## config.mk

```make
export PLATFORM = sky130hd
export DESIGN_NAME = regbank_write_scheduler
export DESIGN_NICKNAME = d
export VERILOG_FILES = /design/src/rtl/regbank_write_scheduler.sv
export SDC_FILE = /design/constraint.sdc
export NUM_CORES = 1
export LEC_CHECK = 0
export ABC_CLOCK_PERIOD_IN_PS = 1900
export CORE_ASPECT_RATIO = 1.4
export CORE_MARGIN = 4
export CORE_UTILIZATION = 30
export CTS_BUF_LIST = sky130_fd_sc_hd__clkbuf_16
export DETAILED_ROUTE_END_ITERATION = 10
export PLACE_DENSITY_LB_ADDON = 0.15
export SYNTH_ARGS = -nofsm -noshare
export SYNTH_HDL_FRONTEND = slang
export SYNTH_SLANG_ARGS = --single-unit
```

## constraint.sdc

```tcl
create_clock -name clock -period 1.9 [get_ports clock]
set_input_delay 0.38 -clock clock [delete_from_list [all_inputs] [get_ports clock]]
set_output_delay 0.38 -clock clock [all_outputs]
set_load 0.01 [all_outputs]
```

## src/rtl/regbank_write_scheduler.sv

```systemverilog
// Write-port scheduler for the general register bank: round-robin ALU/load arbitration,
// a registered bank write port, and a pending-write scoreboard for read-after-write hazard detection.
module regbank_write_scheduler #(
   parameter int DATA_WIDTH = 64,
   parameter int ADDR_WIDTH = 5
) (
   input  logic                       clock,
   input  logic                       reset_n,
   input  logic                       hold,
   input  logic                       alu_valid,
   output logic                       alu_ready,
   input  logic [ADDR_WIDTH-1:0]      alu_address,
   input  logic [DATA_WIDTH-1:0]      alu_data,
   input  logic                       mem_valid,
   output logic                       mem_ready,
   input  logic [ADDR_WIDTH-1:0]      mem_address,
   input  logic [DATA_WIDTH-1:0]      mem_data,
   input  logic                       reserve_valid,
   input  logic [ADDR_WIDTH-1:0]      reserve_address,
   input  logic [ADDR_WIDTH-1:0]      read_address_1,
   input  logic [ADDR_WIDTH-1:0]      read_address_2,
   output logic                       hazard_1,
   output logic                       hazard_2,
   output logic                       write,
   output logic [ADDR_WIDTH-1:0]      write_address,
   output logic [DATA_WIDTH-1:0]      write_data,
   output logic [(2**ADDR_WIDTH)-1:0] busy_mask
);

   localparam int NREG = 2 ** ADDR_WIDTH;

   logic                  r_favour_mem;
   logic                  r_write;
   logic [ADDR_WIDTH-1:0] r_write_address;
   logic [DATA_WIDTH-1:0] r_write_data;
   logic [NREG-1:0]       r_busy;

   logic                  w_alu_grant;
   logic                  w_mem_grant;
   logic                  w_accept;
   logic [ADDR_WIDTH-1:0] w_win_address;
   logic [DATA_WIDTH-1:0] w_win_data;
   logic [NREG-1:0]       w_busy_next;

   // Arbitration: a lone requester always wins; under contention the flag decides.
   assign w_alu_grant = ~hold & alu_valid & (~mem_valid | ~r_favour_mem);
   assign w_mem_grant = ~hold & mem_valid & (~alu_valid |  r_favour_mem);
   assign w_accept    = w_alu_grant | w_mem_grant;

   assign w_win_address = w_mem_grant ? mem_address : alu_address;
   assign w_win_data    = w_mem_grant ? mem_data    : alu_data;

   assign alu_ready = w_alu_grant;
   assign mem_ready = w_mem_grant;

   always_ff @(posedge clock or negedge reset_n) begin
      if (!reset_n) begin
         r_favour_mem <= 1'b0;
      end else if (w_accept) begin
         r_favour_mem <= w_alu_grant;
      end
   end

   // Output stage: one registered write per accepting edge.
   always_ff @(posedge clock or negedge reset_n) begin
      if (!reset_n) begin
         r_write         <= 1'b0;
         r_write_address <= '0;
         r_write_data    <= '0;
      end else begin
         r_write <= w_accept;
         if (w_accept) begin
            r_write_address <= w_win_address;
            r_write_data    <= w_win_data;
         end
      end
   end

   // The set is applied after the clear so a new producer keeps the register busy.
   always_comb begin
      w_busy_next = r_busy;
      if (r_write) begin
         w_busy_next[r_write_address] = 1'b0;
      end
      if (reserve_valid) begin
         w_busy_next[reserve_address] = 1'b1;
      end
   end

   always_ff @(posedge clock or negedge reset_n) begin
      if (!reset_n) begin
         r_busy <= '0;
      end else begin
         r_busy <= w_busy_next;
      end
   end

   assign hazard_1      = r_busy[read_address_1];
   assign hazard_2      = r_busy[read_address_2];
   assign write         = r_write;
   assign write_address = r_write_address;
   assign write_data    = r_write_data;
   assign busy_mask     = r_busy;

endmodule

```

==> results of run 1 <==
## power by group
part / internal (mW) / switching [mW]
Combinational: 1.85 / 1.27
Clock: 1.01 / 0.781
Sequential: 2.66 / 0.568
Total: 5.52 / 2.62
## routing by layer
metal / GRT usage / vias to the layer above / wire length (um)
li1: - / 2465 / -
met3: 0.0525 / 52 / 1360
met4: 0.115 / 0 / 1080
met5: 0 / - / 0
met1: 0.199 / 2373 / 6760
met2: 0.360 / 227 / 10400
## cells in the final DEF (no fill, tap or decap), types with 3 or more instances in the layout
cell type	instances
a21oi_1	6
a22oi_1	8
buf_12	9
buf_2	4
buf_4	54
clkbuf_16	9
clkdlybuf4s50_1	250
dfrtp_1	96
dfrtp_2	7
dlygate4sd2_1	4
inv_1	5
mux2i_1	101
nand2_1	85
nand2b_1	3
nand3_1	8
nand3b_1	10
nor2_1	5
o21ai_0	50
o21ai_1	85
## cells by family after synthesis
family / Yosys count
AO/OA/AOI/OAI: 155
buffers and inverters: 36
flip-flops: 103
multiplexers: 101
AND/OR/NAND/NOR: 128
## metrics by stage
step	setup TNS [ns]	hold slack, ns	power [mW]	instances
2_1_floorplan	0	0.0844	4.13	523
3_3_place_gp	-9.40	0.469	6.35	1050
3_5_place_dp	-10.46	0.474	6.39	1050
4_1_cts	-0.289	0.127	8.24	1069
5_1_grt	-0.446	0.131	8.59	1069
6_report	-0.271	0.0805	8.14	1069
## timing repair
item / in CTS / in global routing
hold buffers: 0 / 0
setup buffers: 2 / 0
gates resized for setup: 42 / 7
gates cloned: 2 / 0
setup endpoints to repair: 6 / 6
pin swaps: 7 / 2
## final timing paths
kind / start / to / slack (ns) / cells past startpoint
setup / recovery: busy_mask[19]$_DFF_PN0_ / hazard_1 / -0.14 / 6
setup reg to reg: r_favour_mem$_DFFE_PN0P_ / write_data[47]$_DFFE_PN0P_ / 0.18 / 6
hold reg to reg: write_data[54]$_DFFE_PN0P_ / write_data[54]$_DFFE_PN0P_ / 0.48 / 2
min in group clock: write_data[54]$_DFFE_PN0P_ / write_data[54]$_DFFE_PN0P_ / 0.48 / 2
max in group asynchronous: reset_n / busy_mask[23]$_DFF_PN0_ / 1.35 / 2
hold / removal: reset_n / write_data[34]$_DFFE_PN0P_ / 0.08 / 2
## layout make-up
class                           instances  area share
Multi-Input combinational cell        384       0.277
Sequential cell                       103       0.291
Inverter                                4     0.00169
Tap cell                              236      0.0333
Clock buffer                            9      0.0254
Timing Repair Buffer                  327       0.364
Clock inverter                          6     0.00705
## flip-flops by register name, summed over array words and instances, names as in the netlist
signal         cells
write              1
r_favour_mem       1
write_address      5
write_data        64
busy_mask         32
## worst max-delay path: stages, from the launching register on
cell and delay (ns):
dfrtp_2 0.45, mux2i_1 0.15, a22oi_1 0.10, nand4b_1 0.12, a21oi_2 0.04, a311o_1 0.32
buf_2 0.14
==> results.yml, run 1 <==
status:
  run_status: "finished, violations left"
  violations: "setup timing"
sta:
  fmax_mhz: 490
  setup_viol: 2
  clock_skew_ns: 0.00691
  fin_crit_sh: 1.07
  worst_pin_slew_ns: 0.556
  fin_ws_ns: -0.139
  relSlewSlack: 0.629
  rsz0062_at_grt: "true"
  min_period_ns: 2.04
  slew_violations: 0
  report.final.hold_viol_count: 0
cells_and_area:
  finish.utilization: 0.512
  nets: 988
  multi_input_area_um2: 2460
  fillers: 1662
  antenna_cells: 0
  postLayoutCellArea_um2: 8880
  area_delta_synth_final_pct: 67.9
  register_area_um2: 2590
  final_layout_size_suffix_gt1_frac: 0.124
floorplan:
  io_pins: 265
  die_y_um: 165
  core-area_um2: 17300
  initial_utilization: 0.305
  dieArea_um2: 19800
  die_w_um: 120
  row_count: 57
power:
  p_leak_nw: 4.02
  ir_drop_mv: 0.387
  p_per_area_nw_per_um2: 917
clock_network:
  cts_tree: "done"
  htree_levels: 3
  clkLatencyLatePin_ns: 0.34
  clk_pin_slew_worst_paths_ns: 0.07
  clk_path_buf_depth: 2
  clock_sinks: 103
  cts_buffers: 9
  root_buffer: "clkbuf_16"
global_routing:
  antenna_found_initial: 0
  grt_start_max_net_pins: 104
  grt_pass1_wl_mm: 30.0
  grt_usage: 0.196
  gr-total-overflow: 0
  grt_pass1_vias: 5588
yosys:
  async_reset_ff_frac: 1.00
  synth.most_common_cell: "dfrtp_1"
  synth_cell_types: 26
  syn_area_per_cell_um2: 10.1
  syn_inst: 523
  yosys_most_used_dff: "dfrtp_1"
  syn-cell-area_um2: 5290
  yosysWarnings: 0
  synth-edff-count: 0
  ys_ff_latch: 103
  synth_area_leader_cell: "dfrtp_1"
  yosys-mux-area-fraction: 0.191
  synth_top_family_by_area: "multiplexers"
  synth-xor-area-share: 0
  ys_seq_area_frac: 0.487
  yosys.area_share.simple: 0.111
  synthTopCellsByArea: "dfrtp_1 49%, mux2i_1 19%, o21ai_1 8.0%, nand2_1 6.0%, o21ai_0 4.7%"
  yosys-top-cells-count: "103 x dfrtp_1, 101 x mux2i_1, 85 x nand2_1, 85 x o21ai_1, 50 x o21ai_0"
  yosysTopAreaCellShare: 0.487
  synth_compound_area_frac: 0.154
  yosys.area_share.adder: 0
  syn_nets: 682
setup_path:
  cp_max_fo: 3
  critPathCaptureType: "primary output"
  path_class: "flop to primary output"
  critPathLaunchType: "flop"
  worstPathArrival_ns: 1.66
  required_ns: 1.52
place:
  globalplace.congestion: 0.971
  dp_hpwl_mm: 16.0
  post-place-ws_ns: -0.827
  placed_cell_area_um2: 8510
  port-buffer-count: 264
drt:
  wl_mm: 19.6
  vias: 5117
  ant_nets: 0
  drc: 0
  wl_per_cell_um: 18.4
  first_iter_violations: 186
  viasPerCell: 4.79
  drtPass1Iterations: 4
run:
  cap_violations: 0
worst_hold_path:
  hold_class: "primary input to async pin"
No activity file was read; power rests on OpenSTA's default activity.
==> inputs of run 2 (changes only) <==
ABC_AREA = 1   (was not set)
==> run 2 against run 1 <==
  * Utilization grew 0.77 points
  * Wire length up 9.4%
  * The run now ends clean
  * Synthesized area shrank 1.5%
  * Highest routed layer is now met5
  * First-iteration DRC count increased by 100%
==> results.yml, run 2 <==
clock_network:
  htree_levels: 3
  clock_sinks: 103
  root_buffer: "clkbuf_16"
  cts_tree: "done"
  clk_pin_slew_worst_paths_ns: 0.07
  clk_path_buf_depth: 2
  cts_buffers: 9
  clkLatencyLatePin_ns: 0.34
setup_path:
  critPathLaunchType: "flop"
  crit_path_end: "hazard_1"
  rr_endpoint: "write_address[3]$_DFFE_PN0P_"
  worstPathArrival_ns: 1.51
  path_depth: 10
  required_ns: 1.52
  critPathTopFamily: "simple AND/OR/NAND/NOR gates"
  critPathMostFrequentCell: "nand2_1"
  path_buf_inv: 2
  path_class: "flop to primary output"
  crit-reg2reg-launch: "r_favour_mem$_DFFE_PN0P_"
  cp_slowest_cell: "dfrtp_1"
  timing.reg2reg.setup_slack_ns: 0.36
  crit_start: "busy_mask[30]$_DFF_PN0_"
  critPathMaxStageDelay_ns: 0.43
  critPathCaptureType: "primary output"
  cp_max_fo: 4
  path_cells: "buf_4 -> nand2_1 -> nand3_1 -> nand3_1 -> nand2_1 -> nand2_1 -> nand2_1 -> nand2_1 -> nand2_1 -> buf_2"
  r2r_cells: 7
global_routing:
  grt_start_max_net_pins: 75
  grt_pass1_vias: 5747
  gr-total-overflow: 0
  grt_pass1_wl_mm: 32.3
  antenna_found_initial: 1
  grt_usage: 0.212
cells_and_area:
  layout_common_cells: "253 x clkdlybuf4s50_1, 125 x nand3_1, 103 x dfrtp_1"
  largest_register_ffs: 64
  area_delta_synth_final_pct: 68.6
  final_layout_size_suffix_gt1_frac: 0.0958
  layout_commonest_cell: "clkdlybuf4s50_1"
  nets: 1115
  antenna_cells: 0
sta:
  fmax_mhz: 528
  rsz0062_at_grt: "true"
  relSlewSlack: 0.722
  fin_crit_sh: 0.997
  setup_viol: 0
  setup_tns_ns: 0
  min_period_ns: 1.89
  slew_violations: 0
  hold_slack_ns: 0.513
  clock_skew_ns: 0.00736
  worst_pin_slew_ns: 0.418
  report.final.hold_viol_count: 0
yosys:
  synth.most_common_cell: "nand3_1"
  ys_seq_area_frac: 0.495
  syn-cell-area_um2: 5210
  syn_inst: 675
  async_reset_ff_frac: 1.00
  yosysWarnings: 0
  yosysTopAreaCellShare: 0.495
  yosys-top-cells-count: "136 x nand3_1, 103 x dfrtp_1, 93 x nand2_1, 70 x nor2_1, 69 x a21oi_1"
  ys_ff_latch: 103
  yosys_most_used_dff: "dfrtp_1"
  syn_nets: 834
  synth_cell_types: 16
  synth-edff-count: 0
  syn_area_per_cell_um2: 7.71
  synthTopCellsByArea: "dfrtp_1 49%, nand3_1 13%, nand2_1 6.7%, a21oi_1 6.6%, o21ai_1 6.2%"
  synth_area_leader_cell: "dfrtp_1"
power:
  p_switching_mw: 3.04
  p_per_area_nw_per_um2: 1020
  p_leak_nw: 3.77
  intPower_mw: 5.94
  seq_power_share: 0.378
  power_switching_share: 0.338
  combPwrFrac: 0.423
  clkPwrFrac: 0.199
  ir_drop_mv: 0.586
  power_mw: 8.98
drt:
  wl_mm: 21.5
  viasPerCell: 4.94
  first_iter_violations: 380
  ant_nets: 0
  drtPass1Iterations: 5
  vias: 5889
  wl_met3_mm: 1.82
  wl_per_cell_um: 18.0
  met1_length_mm: 7.90
  drc: 0
  routed-wl-met2_mm: 11.3
  top_layer_used: "met5"
worst_hold_path:
  hold_class: "flop to flop"
floorplan:
  die_w_um: 119
  die_y_um: 164
  io_pins: 265
  core-area_um2: 16900
  initial_utilization: 0.308
  row_count: 56
  dieArea_um2: 19600
place:
  port-buffer-count: 264
  dp_hpwl_mm: 16.2
  globalplace.congestion: 0.877
run:
  cap_violations: 0
status:
  run_status: "finished, final reports clean"
-- run 2: worst min path at each step --
stage / start / slack (ns) / cells after the start / endpoint
2_1_floorplan: reset_n / 0.08 / 0 / busy_mask[0]$_DFF_PN0_
3_3_place_gp: reset_n / 0.32 / 1 / write_data[32]$_DFFE_PN0P_
3_5_place_dp: reset_n / 0.32 / 1 / write_data[32]$_DFFE_PN0P_
4_1_cts: write_data[55]$_DFFE_PN0P_ / 0.52 / 2 / write_data[55]$_DFFE_PN0P_
5_1_grt: write_data[37]$_DFFE_PN0P_ / 0.55 / 2 / write_data[37]$_DFFE_PN0P_
6_report: write_data[55]$_DFFE_PN0P_ / 0.51 / 2 / write_data[55]$_DFFE_PN0P_
-- run 2: cells by family (layout without fill, tap and decap cells) --
family | count (synthesis) | after routing | synth area share
buffers and inverters | 68 | 353 | 0.0577
AOI/OAI and AO/OA | 204 | 204 | 0.198
DFF | 103 | 103 | 0.495
and+or+nand+nor | 300 | 300 | 0.249
-- run 2: area by class of cell --
cell class / instances / area, um2
fillers: 1640 / 8110
repair buffers: 313 / 3120
flip-flops and latches: 103 / 2580
multi-input cells: 504 / 2410
well taps: 232 / 290
clock buffers: 9 / 225
inverters: 25 / 104
clock inverters: 6 / 53.8
-- run 2: layer usage --
metal,up-vias,GRT usage
li1,2889,-
met1,2737,0.231
met2,236,0.389
met3,25,0.0737
met4,2,0.0604
met5,-,0
-- run 2: power groups by stage --
| stage | Combinational (mW) | Clock [mW] | Sequential [mW] |
|---|---|---|---|
| detailed placement | 3.60 | 0 | 3.43 |
| global route | 4.13 | 1.92 | 3.48 |
| finish | 3.80 | 1.79 | 3.39 |
| floorplan | 1.06 | 0 | 3.58 |
| global placement | 3.58 | 0 | 3.42 |
| CTS | 3.68 | 1.85 | 3.38 |
-- run 2: stage by stage --
stage                     setup slack [ns]  utilization  instances  instance area, um2
after global placement              -0.723        0.492       1164                8310
final                              0.00602        0.520       1192                8780
after floorplan                      0.281            -        675                5210
after detailed placement            -0.743        0.492       1164                8310
after CTS                           -0.239        0.513       1185                8660
after global routing               -0.0769        0.520       1192                8780
-- run 2: what timing repair did --
action,CTS,global route
buffers inserted,5,7
endpoints found under the hold margin,21,0
gates resized for setup,24,28
hold buffers,1,0
gates cloned,0,0
pin swaps,1,19
endpoints found under the setup margin,4,3
-- run 2: worst min-delay path, cell delays in order (launching register included) --
cell and delay [ns]:
dfrtp_1 0.34, nand3_1 0.07, o21ai_1 0.07
==> inputs of run 3 (changes only) <==
DONT_BUFFER_PORTS = 1   (was not set)
SETUP_SLACK_MARGIN = 0.2   (was not set)
==> run 3 against run 2 <==
  * The flow now finishes with violations (hold timing)
  * Clock skew decreased by 0.00074 ns
  * Non-clock buffer count is 305 lower
  * Cell area decreased by 33%
  * Largest power group is now sequential cells
  * Highest routed layer is now met4
==> results.yml, run 3 (synthesized netlist as in run 2, its figures left out) <==
clock_network:
  cts_tree: "done"
  root_buffer: "clkbuf_16"
  cts_buffers: 9
  clkLatencyLatePin_ns: 0.34
  clk_path_buf_depth: 2
  htree_levels: 3
  clk_pin_slew_worst_paths_ns: 0.07
  clock_sinks: 103
sta:
  clock_skew_ns: 0.00662
  report.final.hold_viol_count: 103
  relSlewSlack: 0.730
  fin_crit_sh: 0.928
  worst_pin_slew_ns: 0.405
  hold_slack_ns: -0.271
  slew_violations: 0
  fin_ws_ns: 0.138
  setup_viol: 0
  rsz0062_at_grt: "true"
  fmax_mhz: 567
  min_period_ns: 1.76
  setup_tns_ns: 0
status:
  run_status: "finished, violations left"
  violations: "hold timing"
setup_path:
  path_cells: "nand2_2 -> nand3_2 -> nand3_1 -> nand2_2 -> nand2_1 -> nand2_1 -> nand2_1 -> nand2_2"
  path_buf_inv: 0
  critPathLaunchType: "flop"
  required_ns: 1.52
  rr_endpoint: "write_address[3]$_DFFE_PN0P_"
  critPathCaptureType: "primary output"
  path_class: "flop to primary output"
  timing.reg2reg.setup_slack_ns: 0.38
  worstPathArrival_ns: 1.38
  r2r_cells: 6
  critPathMaxStageDelay_ns: 0.46
  crit-reg2reg-launch: "r_favour_mem$_DFFE_PN0P_"
  critPathTopFamily: "simple AND/OR/NAND/NOR gates"
  cp_slowest_cell: "dfrtp_2"
  cp_max_fo: 4
run:
  cap_violations: 0
cells_and_area:
  multi_input_area_um2: 2500
  layout_commonest_cell: "nand3_1"
  layout_common_cells: "116 x nand3_1, 73 x dfrtp_1, 71 x nand2_1"
  register_area_um2: 2620
  postLayoutCellArea_um2: 5880
  final_layout_size_suffix_gt1_frac: 0.156
  fillers: 1811
  antenna_cells: 0
  nets: 810
  area_delta_synth_final_pct: 12.9
  finish.utilization: 0.348
  largest_register_ffs: 64
floorplan:
  row_count: 56
  io_pins: 265
  die_w_um: 119
  core-area_um2: 16900
  initial_utilization: 0.308
  dieArea_um2: 19600
  die_y_um: 164
global_routing:
  grt_pass1_wl_mm: 28.7
  antenna_found_initial: 0
  grt_usage: 0.188
  gr-total-overflow: 0
  grt_pass1_vias: 4969
  grt_start_max_net_pins: 104
drt:
  ant_nets: 0
  wl_mm: 19.0
  drtPass1Iterations: 5
  drc: 0
  viasPerCell: 5.49
  wl_per_cell_um: 21.4
  vias: 4874
  first_iter_violations: 265
place:
  globalplace.congestion: 0.881
  dp_hpwl_mm: 14.3
  post-place-ws_ns: 0.305
  placed_cell_area_um2: 5410
  port-buffer-count: 0
power:
  ir_drop_mv: 0.402
  p_leak_nw: 2.47
  p_per_area_nw_per_um2: 1210
worst_hold_path:
  hold_class: "primary input to async pin"
==> run 3: cell count changes in the layout (fill, tap and decap cells not counted), sizes merged <==
cell           delta
clkinv            -1
bufinv            -1
dlygate4sd2       -3
dlymetal6s2s      -3
dlygate4sd3       -1
buf              -44
clkinvlp          +2
clkbuf            -1
clkdlybuf4s50   -253
==> run 3: through the flow <==
stage / hold WS [ns] / cells / total power [mW]
2_1_floorplan: 0.0844 / 675 / 4.63
5_1_grt: -0.296 / 887 / 7.58
6_report: -0.271 / 887 / 7.09
4_1_cts: -0.286 / 887 / 7.08
3_5_place_dp: 0.0869 / 871 / 5.29
3_3_place_gp: 0.0873 / 871 / 5.24
==> run 3: layout make-up <==
type                       count  area share
inverter                      25      0.0164
tap                          232      0.0494
sequential                   103       0.445
clock inverter                 6     0.00681
multi-input combinational    504       0.425
timing repair buffer           8      0.0194
clock buffer                   9      0.0383
==> run 3: where the power goes <==
| part | switching, mW | total [mW] | internal (mW) |
|---|---|---|---|
| Clock | 0.793 | 1.67 | 0.876 |
| Sequential | 1.16 | 4.03 | 2.87 |
| Combinational | 0.820 | 1.39 | 0.567 |
==> run 3: how the worst max path moves through the flow <==
stage                                  from                    endpoint  slack, ns  cells past startpoint
floorplan                 read_address_1[0]                    hazard_1       0.28                     11
global placement                       hold                   alu_ready       0.32                      4
detailed placement                     hold  write_data[26]$_DFFE_PN0P_       0.30                      6
CTS                  busy_mask[5]$_DFF_PN0_                    hazard_2       0.13                      8
global route         busy_mask[8]$_DFF_PN0_                    hazard_1       0.02                      8
finish              busy_mask[25]$_DFF_PN0_                    hazard_2       0.14                      8
==> run 3: repair_timing <==
item,CTS,global route
setup endpoints to repair,3,3
resized for setup,40,35
buffers inserted,1,0
gates cloned,0,0
pin swaps,33,28
endpoints found under the hold margin,103,103
==> run 3: metal layers <==
layer  up-vias  GRT usage  part of all wire
met2       234      0.335              0.52
met4         0     0.0662             0.024
met1      2346      0.200              0.34
li1       2271          -                 -
met5         -          0                 0
met3        23     0.0775              0.11
==> run 3: worst reg2reg max path: cells and delay by family (launching register included) <==
kind	cells	cell delay, ns
simple gates	3	0.42
flops	1	0.40
compound gates	1	0.20
buf+inv	2	0.43
